File: config.mk
export PLATFORM = sky130hd
export DESIGN_NAME = processing_element
export DESIGN_NICKNAME = d
export VERILOG_FILES = /design/src/rtl/processing_element.sv
export SDC_FILE = /design/constraint.sdc
export NUM_CORES = 1
export LEC_CHECK = 0
export ABC_CLOCK_PERIOD_IN_PS = 6200
export BUFFER_PORTS_ARGS = -buffer_cell sky130_fd_sc_hd__buf_2
export CAP_MARGIN = 20
export CORE_MARGIN = 5
export CORE_UTILIZATION = 55
export CTS_CLUSTER_SIZE = 12
export DETAILED_ROUTE_END_ITERATION = 10
export PLACE_DENSITY = 0.75
export SLEW_MARGIN = 10
export SYNTH_ARGS = -nofsm -noshare
export SYNTH_HDL_FRONTEND = slang
export SYNTH_SLANG_ARGS = --single-unit
File: constraint.sdc
create_clock -name clk -period 6.2 [get_ports clk]
set_input_delay 0.93 -clock clk [delete_from_list [all_inputs] [get_ports clk]]
set_output_delay 0.93 -clock clk [all_outputs]
set_load 0.03 [all_outputs]
File: src/rtl/processing_element.sv
// Weight-stationary systolic processing element.
// A weight is captured on a load cycle; each compute cycle multiplies the
// streaming operand by that weight, adds the upstream partial sum and
// saturates the result to DATA_W bits. The operand is forwarded one cycle late.
module processing_element #(
    parameter int DATA_W = 8
) (
    input  logic                     clk,
    input  logic                     n_rst,
    input  logic                     load,
    input  logic signed [DATA_W-1:0] input_byte,
    input  logic signed [DATA_W-1:0] partial_in,
    output logic signed [DATA_W-1:0] partial_out,
    output logic signed [DATA_W-1:0] operand_out
);

    // Clamp a (2*DATA_W+1)-bit signed sum into the DATA_W-bit signed range.
    // The sum fits only when all bits from the MSB down to bit DATA_W-1 agree.
    function automatic logic [DATA_W-1:0] sat_fn(input logic [2*DATA_W:0] sum);
        logic [DATA_W+1:0] upper;
        upper = sum[2*DATA_W:DATA_W-1];
        if ((upper == {(DATA_W+2){1'b0}}) || (upper == {(DATA_W+2){1'b1}})) begin
            return sum[DATA_W-1:0];
        end else if (sum[2*DATA_W]) begin
            return {1'b1, {(DATA_W-1){1'b0}}};
        end else begin
            return {1'b0, {(DATA_W-1){1'b1}}};
        end
    endfunction

    logic [DATA_W-1:0]   r_weight;
    logic [DATA_W-1:0]   r_partial;
    logic [DATA_W-1:0]   r_operand;

    logic [2*DATA_W-1:0] w_weight_ext;
    logic [2*DATA_W-1:0] w_operand_ext;
    logic [2*DATA_W-1:0] w_product;
    logic [2*DATA_W:0]   w_partial_ext;
    logic [2*DATA_W:0]   w_sum;
    logic [DATA_W-1:0]   w_sat;

    // Sign-extend, multiply at full width, add the upstream partial sum and saturate.
    always_comb begin
        w_weight_ext  = {{DATA_W{r_weight[DATA_W-1]}}, r_weight};
        w_operand_ext = {{DATA_W{input_byte[DATA_W-1]}}, input_byte};
        // Low 2*DATA_W bits of the extended product equal the exact signed product.
        w_product     = w_weight_ext * w_operand_ext;
        w_partial_ext = {{(DATA_W+1){partial_in[DATA_W-1]}}, partial_in};
        w_sum         = {w_product[2*DATA_W-1], w_product} + w_partial_ext;
        w_sat         = sat_fn(w_sum);
    end

    // Weight capture on load; MAC result and operand forwarding on compute.
    always_ff @(posedge clk or negedge n_rst) begin
        if (!n_rst) begin
            r_weight  <= {DATA_W{1'b0}};
            r_partial <= {DATA_W{1'b0}};
            r_operand <= {DATA_W{1'b0}};
        end else if (load) begin
            r_weight  <= input_byte;
            r_partial <= {DATA_W{1'b0}};
            r_operand <= {DATA_W{1'b0}};
        end else begin
            r_weight  <= r_weight;
            r_partial <= w_sat;
            r_operand <= input_byte;
        end
    end

    assign partial_out = r_partial;
    assign operand_out = r_operand;

endmodule

# Word-level counts from Yosys, hierarchy flattened

Cells that the tools add are included.
W data, S select, Z words.

$add $sub $neg: 1
Multipliers: 1
Eq/ne operators: 1
Muxes and demuxes: 4
Reductions and logical operators: 2

Operator list:

| kind                   | number |
|---|---|
| $mux W8                | 4 |
| $add A16 B8 Y17        | 1 |
| $mul A8 B8 Y16         | 1 |
| $eq A10 B10 Y1 const B | 1 |
| $logic_not A10 Y1      | 1 |
| $logic_or A1 B1 Y1     | 1 |

Register bits: 24
Bits of input ports: 19
Output and inout bits: 16
Logic and storage cells: 12

# Depth between registers and ports, before layout

Gate-level depths: netlist of the first run.

Depth after elaboration: 6
Gate-level depth with buffers: 20
Depth with buffers taken out: 19

# Worst setup path after synthesis of the first run

No wires, ideal clock.

Path type: input-to-reg
Start: input port input_byte[0]
End: register r_partial[0], in the netlist partial_out[0]
Library setup time: 119 ps
Data arrival time: 5635 ps
Required time: 6081 ps
Slack: 446 ps
Stages: 17
Path buffers: 1
Path through: clkbuf_1 -> and2_1 -> inv_1 -> fa_1 -> inv_1 -> fa_1 -> fa_1 -> fa_1 -> fa_1 -> ha_1 -> a211oi_2 -> and2_1 -> a21bo_2 -> nor3_1 -> a311oi_2 -> a41oi_1 -> o21a_1

Longest elaborated chain between the ends: 6
Elaborated cells between the ends (all ways): 8
Classes of those cells: add/sub (1); mul (1); eq/ne (1); mux (3); reduce/logical (2)

RTL lines:

| element                                             | RTL line | source |
|---|---|---|
| start: declaration                                  | 11       | `input logic signed [DATA_W-1:0] input_byte,` |
| $mul A8 B8 Y16 *                                    | 47       | `w_product = w_weight_ext * w_operand_ext;` |
| $add A16 B8 Y17 *                                   | 49       | `w_sum = {w_product[2*DATA_W-1], w_product} + w_partial_ext;` |
| $eq A10 B10 Y1 or $logic_not A10 Y1 (tied branches) | 22       | `if ((upper == {(DATA_W+2){1'b0}}) \|\| (upper == {(DATA_W+2){1'b1}})) begin` |
| $logic_or A1 B1 Y1                                  | 22       |  |
| $mux W8 *                                           | 22       |  |
| $mux W8 *                                           | 59       | `end else if (load) begin` |
| end signal: assignment                              | 57       | `r_partial <= {DATA_W{1'b0}};` |
| end signal: assignment                              | 61       | `r_partial <= {DATA_W{1'b0}};` |
| end signal: assignment                              | 65       | `r_partial <= w_sat;` |
| end: declaration                                    | 32       | `logic [DATA_W-1:0] r_partial;` |

Mark *: on every way between the ends. The rest lies on a longest branch, timed or not.
A chain may end at the register's enable or synchronous reset.

# Worst setup path after layout of the first run

Start: input port input_byte[2]
End: register r_partial[2], in the netlist partial_out[2]

Same word-level chain as after synthesis.

==> results_dict.tcl, run 1 <==
set metrics [dict create \
    status "finished clean" \
    antenna_found_initial 0 \
    netlist_instances 379 \
    fin_nets 533 \
    tns_ps 0 \
    cp-end-kind "flip-flop" \
    clk_path_buf_depth 2 \
    die-area_um2 8610 \
    worstMarginPinSlew_ps 652 \
    cts_setup_buffers 0 \
    htreeDepth 1 \
    fin_worst_skew_ps 2.53 \
    grt_pass1_wl_mm 11.9 \
    synth_common_cells "inv_1, fa_1, ha_1" \
    yosysMostFrequentCell "inv_1" \
    multi_input_area_um2 2810 \
    synthMuxAreaShare 0.0266 \
    netlist.top_cell.by_area "fa_1" \
    die_x_um 92.8 \
    ant_nets 0 \
    overflow 0 \
    clock_sinks 24 \
    synthTopCellsByArea "fa_1, dfrtp_1, ha_1" \
    nFillCells 580 \
    drive_above_1_share 0.132 \
    slew_headroom 0.560 \
    synth_fa_ha_area_frac 0.477 \
    rows 30 \
    yosys_warnings 0 \
    synth_ff_type "dfrtp_1" \
    wl_mm 6.89 \
    clkSlewWorstSetupHoldPaths_ps 90 \
    yosys.area_share.simple 0.130 \
    async_reset_ff_frac 1.00 \
    synth_compound_gate_area_share 0.0770 \
    core_um2 6720 \
    slew_violations 0 \
    grt_pass1_vias 2633 \
    firstDrtPassIters 4 \
    start_kind "input pin" \
    place_hpwl_mm 5.87 \
    ys_ff_latch 24 \
    synth_top_family_by_area "adder cells" \
    regArea_um2 601 \
    gp_congestion 0.861 \
    arrival_ps 5980 \
    finalHoldWorstSlack_ps 634 \
    crit_type "in -> reg" \
    cts_made_buffers 3 \
    n_antenna_cell 0 \
    clock_latency_ps 270 \
    rsz0062_at_grt "false" \
    synth_edf_count 0 \
    max_freq_mhz 172 \
    hold_buffers 0 \
    post_cts_resized 0 \
    root_buffer "clkbuf_8" \
    avgViaCountPerCell 5.27 \
    hold_path_class "in -> async" \
    num_vias 2576 \
    drc 0 \
    syn_to_final_growth_pct 8.36 \
    wl_per_cell_um 14.1 \
    reg2reg_to "partial_out[2]$_DFF_PN0_" \
    finalCriticalPeriod_ps 5810 \
    synth_nets 502 \
    syn_avg_cell_area_um2 9.95 \
    reg2regPathDepth 16 \
    yosysSeqAreaShare 0.159 \
    drtIter0Drc 117 \
    worstPathMaxFanout 10 \
    grtUsageTotal 0.174 \
    hold_viol 0 \
    die_height_um 92.8 \
    ys_types 40 \
    ios 35 \
    io_buffers 34 \
    r2r_start "r_weight[5]$_DFFE_PN0P_" \
    fin_crit_sh 0.937 \
    required_ps 6360 \
    synth_top_area_share 0.350 \
    setup_viol 0 \
    r2r_setup_slack_ps 670 \
    start_util 0.561 \
    synth_xor_xnor_area_share 0.0348 \
    netlist_area_um2 3770 \
    grt_max_degree 25 \
    cap_violations 0 \
    cts_tree "yes" \
]
==> cells by family after synthesis <==
kind of cell	Yosys count
AOI/OAI and AO/OA	35
xor gates and xnor gates	15
adders and majority gates	104
buffers and inverters	96
DFF	24
muxes	9
and+or+nand+nor	96
==> through the flow <==
| step | util | cells | setup slack (ps) | area [um2] |
|---|---|---|---|---|
| global route | 0.608 | 489 | 86.0 | 4090 |
| finish | 0.608 | 489 | 388 | 4090 |
| floorplan | - | 379 | 446 | 3770 |
| detailed placement | 0.597 | 485 | 98.4 | 4010 |
| global placement | 0.597 | 485 | 207 | 4010 |
| CTS | 0.608 | 489 | 378 | 4090 |
==> critical path: stages <==
cell and delay, ps:
buf_2 170, and2_1 200, fa_1 530, inv_1 60
fa_1 530, inv_1 50, fa_1 460, fa_1 520
fa_1 400, ha_1 380, a211oi_2 340, and2_1 180
a21bo_2 180, nor3_1 70, a311oi_2 320, a41oi_1 370
o21a_1 290
==> final cells by class <==
class | count | area share
Tap cell | 80 | 0.0245
Timing Repair Buffer | 35 | 0.0435
Inverter | 87 | 0.0799
Clock inverter | 1 | 0.00735
Sequential cell | 24 | 0.147
Multi-Input combinational cell | 259 | 0.688
Clock buffer | 3 | 0.0101
==> routing by layer <==
metal / vias to the layer above / GRT usage / share of wire
li1: 1218 / - / -
met2: 44 / 0.317 / 0.54
met1: 1308 / 0.224 / 0.41
met4: 0 / 0.0464 / 0.015
met3: 6 / 0.00975 / 0.028
met5: - / 0 / 0
==> placed cells by master, fill, tap and decap left out, types with 2 or more instances in the layout <==
cell type,n
nand2_1,29
a21oi_1,4
xnor2_1,12
o21ai_1,3
nand4_1,2
mux2_2,8
o21a_1,7
a21o_1,2
xor2_1,3
nand2b_1,2
a31oi_1,2
inv_1,86
buf_2,34
fa_1,66
dfrtp_1,24
and2_1,32
o211ai_1,4
clkbuf_8,3
ha_1,38
nor2b_1,9
nor2_1,17
==> worst max-delay path by stage <==
stage	from	cells past startpoint	to	slack, ps
after CTS	input_byte[2]	17	partial_out[2]$_DFF_PN0_	380
final	input_byte[2]	17	partial_out[2]$_DFF_PN0_	390
after global routing	input_byte[0]	17	partial_out[2]$_DFF_PN0_	90
after floorplan	input_byte[0]	17	partial_out[0]$_DFF_PN0_	450
after detailed placement	input_byte[2]	17	partial_out[2]$_DFF_PN0_	100
after global placement	input_byte[0]	17	partial_out[1]$_DFF_PN0_	210
==> sequential cells by signal (all words and copies together) (netlist names) <==
| signal | count |
|---|---|
| r_weight | 8 |
| operand_out | 8 |
| partial_out | 8 |
Power of run 1 is left out: the tool's default activity adds up to more than one toggle a clock period on the data nets, which glitch-free logic cannot reach.
==> inputs of run 2 (changes only) <==
==> constraint.sdc (replaced) <==
create_clock -name clk -period 6.2 [get_ports clk]
set_input_delay 0 -clock clk [delete_from_list [all_inputs] [get_ports clk]]
set_output_delay 0 -clock clk [all_outputs]
set_load 0.03 [all_outputs]
==> run 2 against run 1 <==
- first-iteration DRC count grew 0.85%
- largest cell class unchanged
- hold slack got worse by 580 ps
- die area unchanged
- critical endpoint is now partial_out[3]$_DFF_PN0_
- count of clock-buffer cells in the layout did not move
- clock skew is 3.2 ps higher
- sequential share of layout area hardly changed
- non-clock buffer count unchanged
==> results_dict.tcl, run 2 (synthesis results as in run 1) <==
set metrics [dict create \
    status "finished clean" \
    wl_mm 6.96 \
    required_ps 6370 \
    die_x_um 92.8 \
    finalCriticalPeriod_ps 5420 \
    cp-end-kind "flip-flop" \
    worst_path_max_delay_cell "fa_1" \
    overflow 0 \
    place_hpwl_mm 5.98 \
    critical-path-max-stage-delay_ps 580 \
    clock_latency_ps 270 \
    rsz0062_at_grt "false" \
    io_buffers 34 \
    mostFrequentLayoutCells "inv_1, fa_1, ha_1, buf_2, and2_1" \
    ios 35 \
    n_antenna_cell 0 \
    cap_violations 0 \
    grt_max_degree 25 \
    hold_viol 0 \
    clock_sinks 24 \
    clkSlewWorstSetupHoldPaths_ps 90 \
    drc 0 \
    slew_violations 0 \
    worstMarginPinSlew_ps 598 \
    start_util 0.561 \
    crit_chain "and2_1 > fa_1 > inv_1 > fa_1 > inv_1 > fa_1 > fa_1 > ha_1 > ha_1 > a211oi_2 > and2_1 > a21bo_2 > nor3_1 > a311oi_2 > a41oi_1 > o21a_1" \
    clk_path_buf_depth 2 \
    start_kind "flip-flop" \
    fin_ws_ps 776 \
    syn_to_final_growth_pct 8.43 \
    fin_nets 533 \
    drive_above_1_share 0.130 \
    arrival_ps 5600 \
    die_height_um 92.8 \
    fin_crit_sh 0.875 \
    wl_met1_mm 2.94 \
    worstPathMaxFanout 9 \
    tns_ps 0 \
    slew_headroom 0.596 \
    core_um2 6720 \
    htreeDepth 1 \
    routed.top_layer "met4" \
    num_vias 2604 \
    rows 30 \
    post-place-ws_ps 826 \
    avgViaCountPerCell 5.33 \
    final_common_cell "inv_1" \
    crit_type "reg -> reg" \
    cts_setup_buffers 0 \
    gp_congestion 0.899 \
    firstDrtPassIters 4 \
    crit_top_cell "fa_1" \
    grtUsageTotal 0.173 \
    grt_pass1_vias 2619 \
    antenna_found_initial 0 \
    root_buffer "clkbuf_8" \
    nFillCells 556 \
    cts_made_buffers 3 \
    fin_worst_skew_ps 5.74 \
    setup_viol 0 \
    die-area_um2 8610 \
    max_freq_mhz 184 \
    wl_per_cell_um 14.2 \
    cts_tree "yes" \
    final_util 0.608 \
    ant_nets 0 \
    wl_met3_um 209 \
    wl_met2_mm 3.71 \
    hold_path_class "in -> reg" \
    grt_pass1_wl_mm 12.0 \
    cp_top_family "adder cells" \
    drtIter0Drc 118 \
    critPathBufInv 2 \
]
==> run 2: final timing paths <==
| kind | start | to | slack [ps] | cells after the start |
|---|---|---|---|---|
| worst max register to register | r_weight[7]$_DFFE_PN0P_ | partial_out[3]$_DFF_PN0_ | 780 | 16 |
| worst max-delay path | r_weight[7]$_DFFE_PN0P_ | partial_out[3]$_DFF_PN0_ | 780 | 16 |
| worst min-delay path | input_byte[7] | r_weight[7]$_DFFE_PN0P_ | 60 | 2 |
| max in group asynchronous | n_rst | operand_out[6]$_DFF_PN0_ | 5570 | 2 |
| min in group asynchronous | n_rst | partial_out[0]$_DFF_PN0_ | 250 | 2 |
| worst min register to register | r_weight[7]$_DFFE_PN0P_ | r_weight[7]$_DFFE_PN0P_ | 690 | 1 |
==> run 2: final cells by class <==
cell class | count | area (um2) | share of cell area
Timing Repair Buffer | 35 | 180 | 0.0441
Inverter | 87 | 327 | 0.0799
Clock buffer | 3 | 41.3 | 0.0101
Sequential cell | 24 | 601 | 0.147
Clock inverter | 1 | 30.0 | 0.00735
Multi-Input combinational cell | 259 | 2810 | 0.687
Tap cell | 80 | 100 | 0.0245
==> run 2: stage by stage <==
step / area (um2) / instances / hold WS [ps]
6_report: 4090 / 489 / 56.0
5_1_grt: 4090 / 489 / 51.1
3_5_place_dp: 4010 / 484 / 18.9
2_1_floorplan: 3770 / 379 / -296
4_1_cts: 4090 / 489 / 50.1
3_3_place_gp: 4010 / 484 / 10.0
==> run 2: what timing repair did <==
action,CTS,global route
hold buffers,1,0
gates resized for setup,0,0
endpoints found under the hold margin,24,0
==> run 2: worst register-to-register path, cell delays in order (launching register included) <==
cell	delay, ps
dfrtp_1	470
and2_1	200
fa_1	580
inv_1	140
fa_1	500
inv_1	50
fa_1	550
fa_1	410
ha_1	310
ha_1	400
a211oi_2	350
and2_1	180
a21bo_2	180
nor3_1	70
a311oi_2	310
a41oi_1	350
o21a_1	280
==> run 2: metal layers <==
layer | GRT usage | vias to the layer above
li1 | - | 1218
met1 | 0.231 | 1318
met2 | 0.306 | 62
met3 | 0.0130 | 6
met4 | 0.0452 | 0
met5 | 0 | -
Power of run 2 is left out for the same reason.
==> inputs of run 3 (changes only) <==
CORE_MARGIN = unset   (was 5)
CORE_UTILIZATION = 56   (was 55)
PLACE_DENSITY = 0.76   (was 0.75)
==> run 3 against run 2 <==
- the flow now finishes with violations (design-rule violations)
- routed wire length increased by 3.0%
- hold slack worse by 16 ps
- critical path depth is the same
- highest routed layer unchanged
==> results_dict.tcl, run 3 (synthesis results as in run 1) <==
set metrics [dict create \
    slew_headroom 0.562 \
    status "finished with violations" \
    clk_path_buf_depth 2 \
    crit_type "reg -> reg" \
    nFillCells 544 \
    antenna_found_initial 0 \
    worstPathMaxFanout 9 \
    start_util 0.587 \
    arrival_ps 5740 \
    fin_worst_skew_ps 4.46 \
    setup_viol 0 \
    rsz0062_at_grt "false" \
    cts_setup_buffers 0 \
    regArea_um2 601 \
    clock_latency_ps 270 \
    cp-end-kind "flip-flop" \
    avgViaCountPerCell 5.36 \
    cts_made_buffers 3 \
    rows 29 \
    drtIter0Drc 77 \
    die_height_um 84.1 \
    grtUsageTotal 0.229 \
    hold_path_class "in -> reg" \
    max_freq_mhz 180 \
    place_hpwl_mm 6.05 \
    firstDrtPassIters 8 \
    fin_nets 533 \
    gp_congestion 0.854 \
    overflow 0 \
    start_kind "flip-flop" \
    grt_pass1_vias 2789 \
    ios 35 \
    fin_crit_sh 0.899 \
    hold_buffers 1 \
    post_cts_resized 0 \
    wl_mm 7.17 \
    finalCriticalPeriod_ps 5570 \
    syn_to_final_growth_pct 8.33 \
    grt_pass1_wl_mm 12.9 \
    n_antenna_cell 0 \
    multi_input_area_um2 2810 \
    num_vias 2603 \
    slew_violations 0 \
    hold_viol 0 \
    tns_ps 0 \
    ant_nets 0 \
    grt_max_degree 25 \
    required_ps 6370 \
    drive_above_1_share 0.130 \
    cts_tree "yes" \
    die_x_um 84.1 \
    wl_per_cell_um 14.7 \
    final_common_cell "inv_1" \
    io_buffers 34 \
    cap_violations 0 \
    root_buffer "clkbuf_8" \
    mostFrequentLayoutCells "inv_1, fa_1, ha_1, buf_2, and2_1" \
    core_um2 6420 \
    htreeDepth 1 \
    clkSlewWorstSetupHoldPaths_ps 90 \
    die-area_um2 7060 \
    drc 16 \
    violations "design-rule violations" \
    worstMarginPinSlew_ps 649 \
    clock_sinks 24 \
]
==> run 3: final timing paths <==
| path | start | end | slack, ps | cells past startpoint |
|---|---|---|---|---|
| worst max-delay path | r_weight[7]$_DFFE_PN0P_ | partial_out[3]$_DFF_PN0_ | 630 | 16 |
| worst min-delay path | input_byte[7] | r_weight[7]$_DFFE_PN0P_ | 40 | 2 |
| worst max register to register | r_weight[7]$_DFFE_PN0P_ | partial_out[3]$_DFF_PN0_ | 630 | 16 |
| worst min register to register | r_weight[4]$_DFFE_PN0P_ | r_weight[4]$_DFFE_PN0P_ | 700 | 1 |
| max in group asynchronous | n_rst | r_weight[3]$_DFFE_PN0P_ | 5590 | 2 |
| min in group asynchronous | n_rst | partial_out[2]$_DFF_PN0_ | 240 | 2 |
==> run 3: worst max-delay path, cell delays in order (launching register included) <==
cell      delay [ps]
dfrtp_1          490
and2_1           230
fa_1             620
inv_1            150
fa_1             500
inv_1             50
fa_1             540
fa_1             410
ha_1             320
ha_1             390
a211oi_2         350
and2_1           190
a21bo_2          170
nor3_1            70
a311oi_2         310
a41oi_1          370
o21a_1           290
==> run 3: per-stage QoR <==
step                utilization  worst slack (ps)  instance area [um2]  std cells  hold WS (ps)
global placement          0.623               822                 4000        481          13.3
detailed placement        0.623               679                 4000        481          19.3
finish                    0.636               629                 4080        486          39.6
global route              0.636               348                 4080        486          38.4
floorplan                     -              1080                 3770        379          -296
CTS                       0.636               637                 4080        486          38.5
==> run 3: layout make-up <==
cell class / instances / share of cell area
clock buffer: 3 / 0.0101
clock inverter: 1 / 0.00735
inverter: 87 / 0.0800
multi-input combinational: 259 / 0.688
sequential: 24 / 0.147
tap: 77 / 0.0236
timing repair buffer: 35 / 0.0441
==> run 3: routing by layer <==
layer	up-vias	wire length, um	GRT usage
met5	-	0	0
met4	0	65	0.0423
met3	6	203	0.0227
met2	57	3920	0.416
met1	1319	2980	0.299
li1	1221	-	-
Power of run 3 is left out for the same reason.
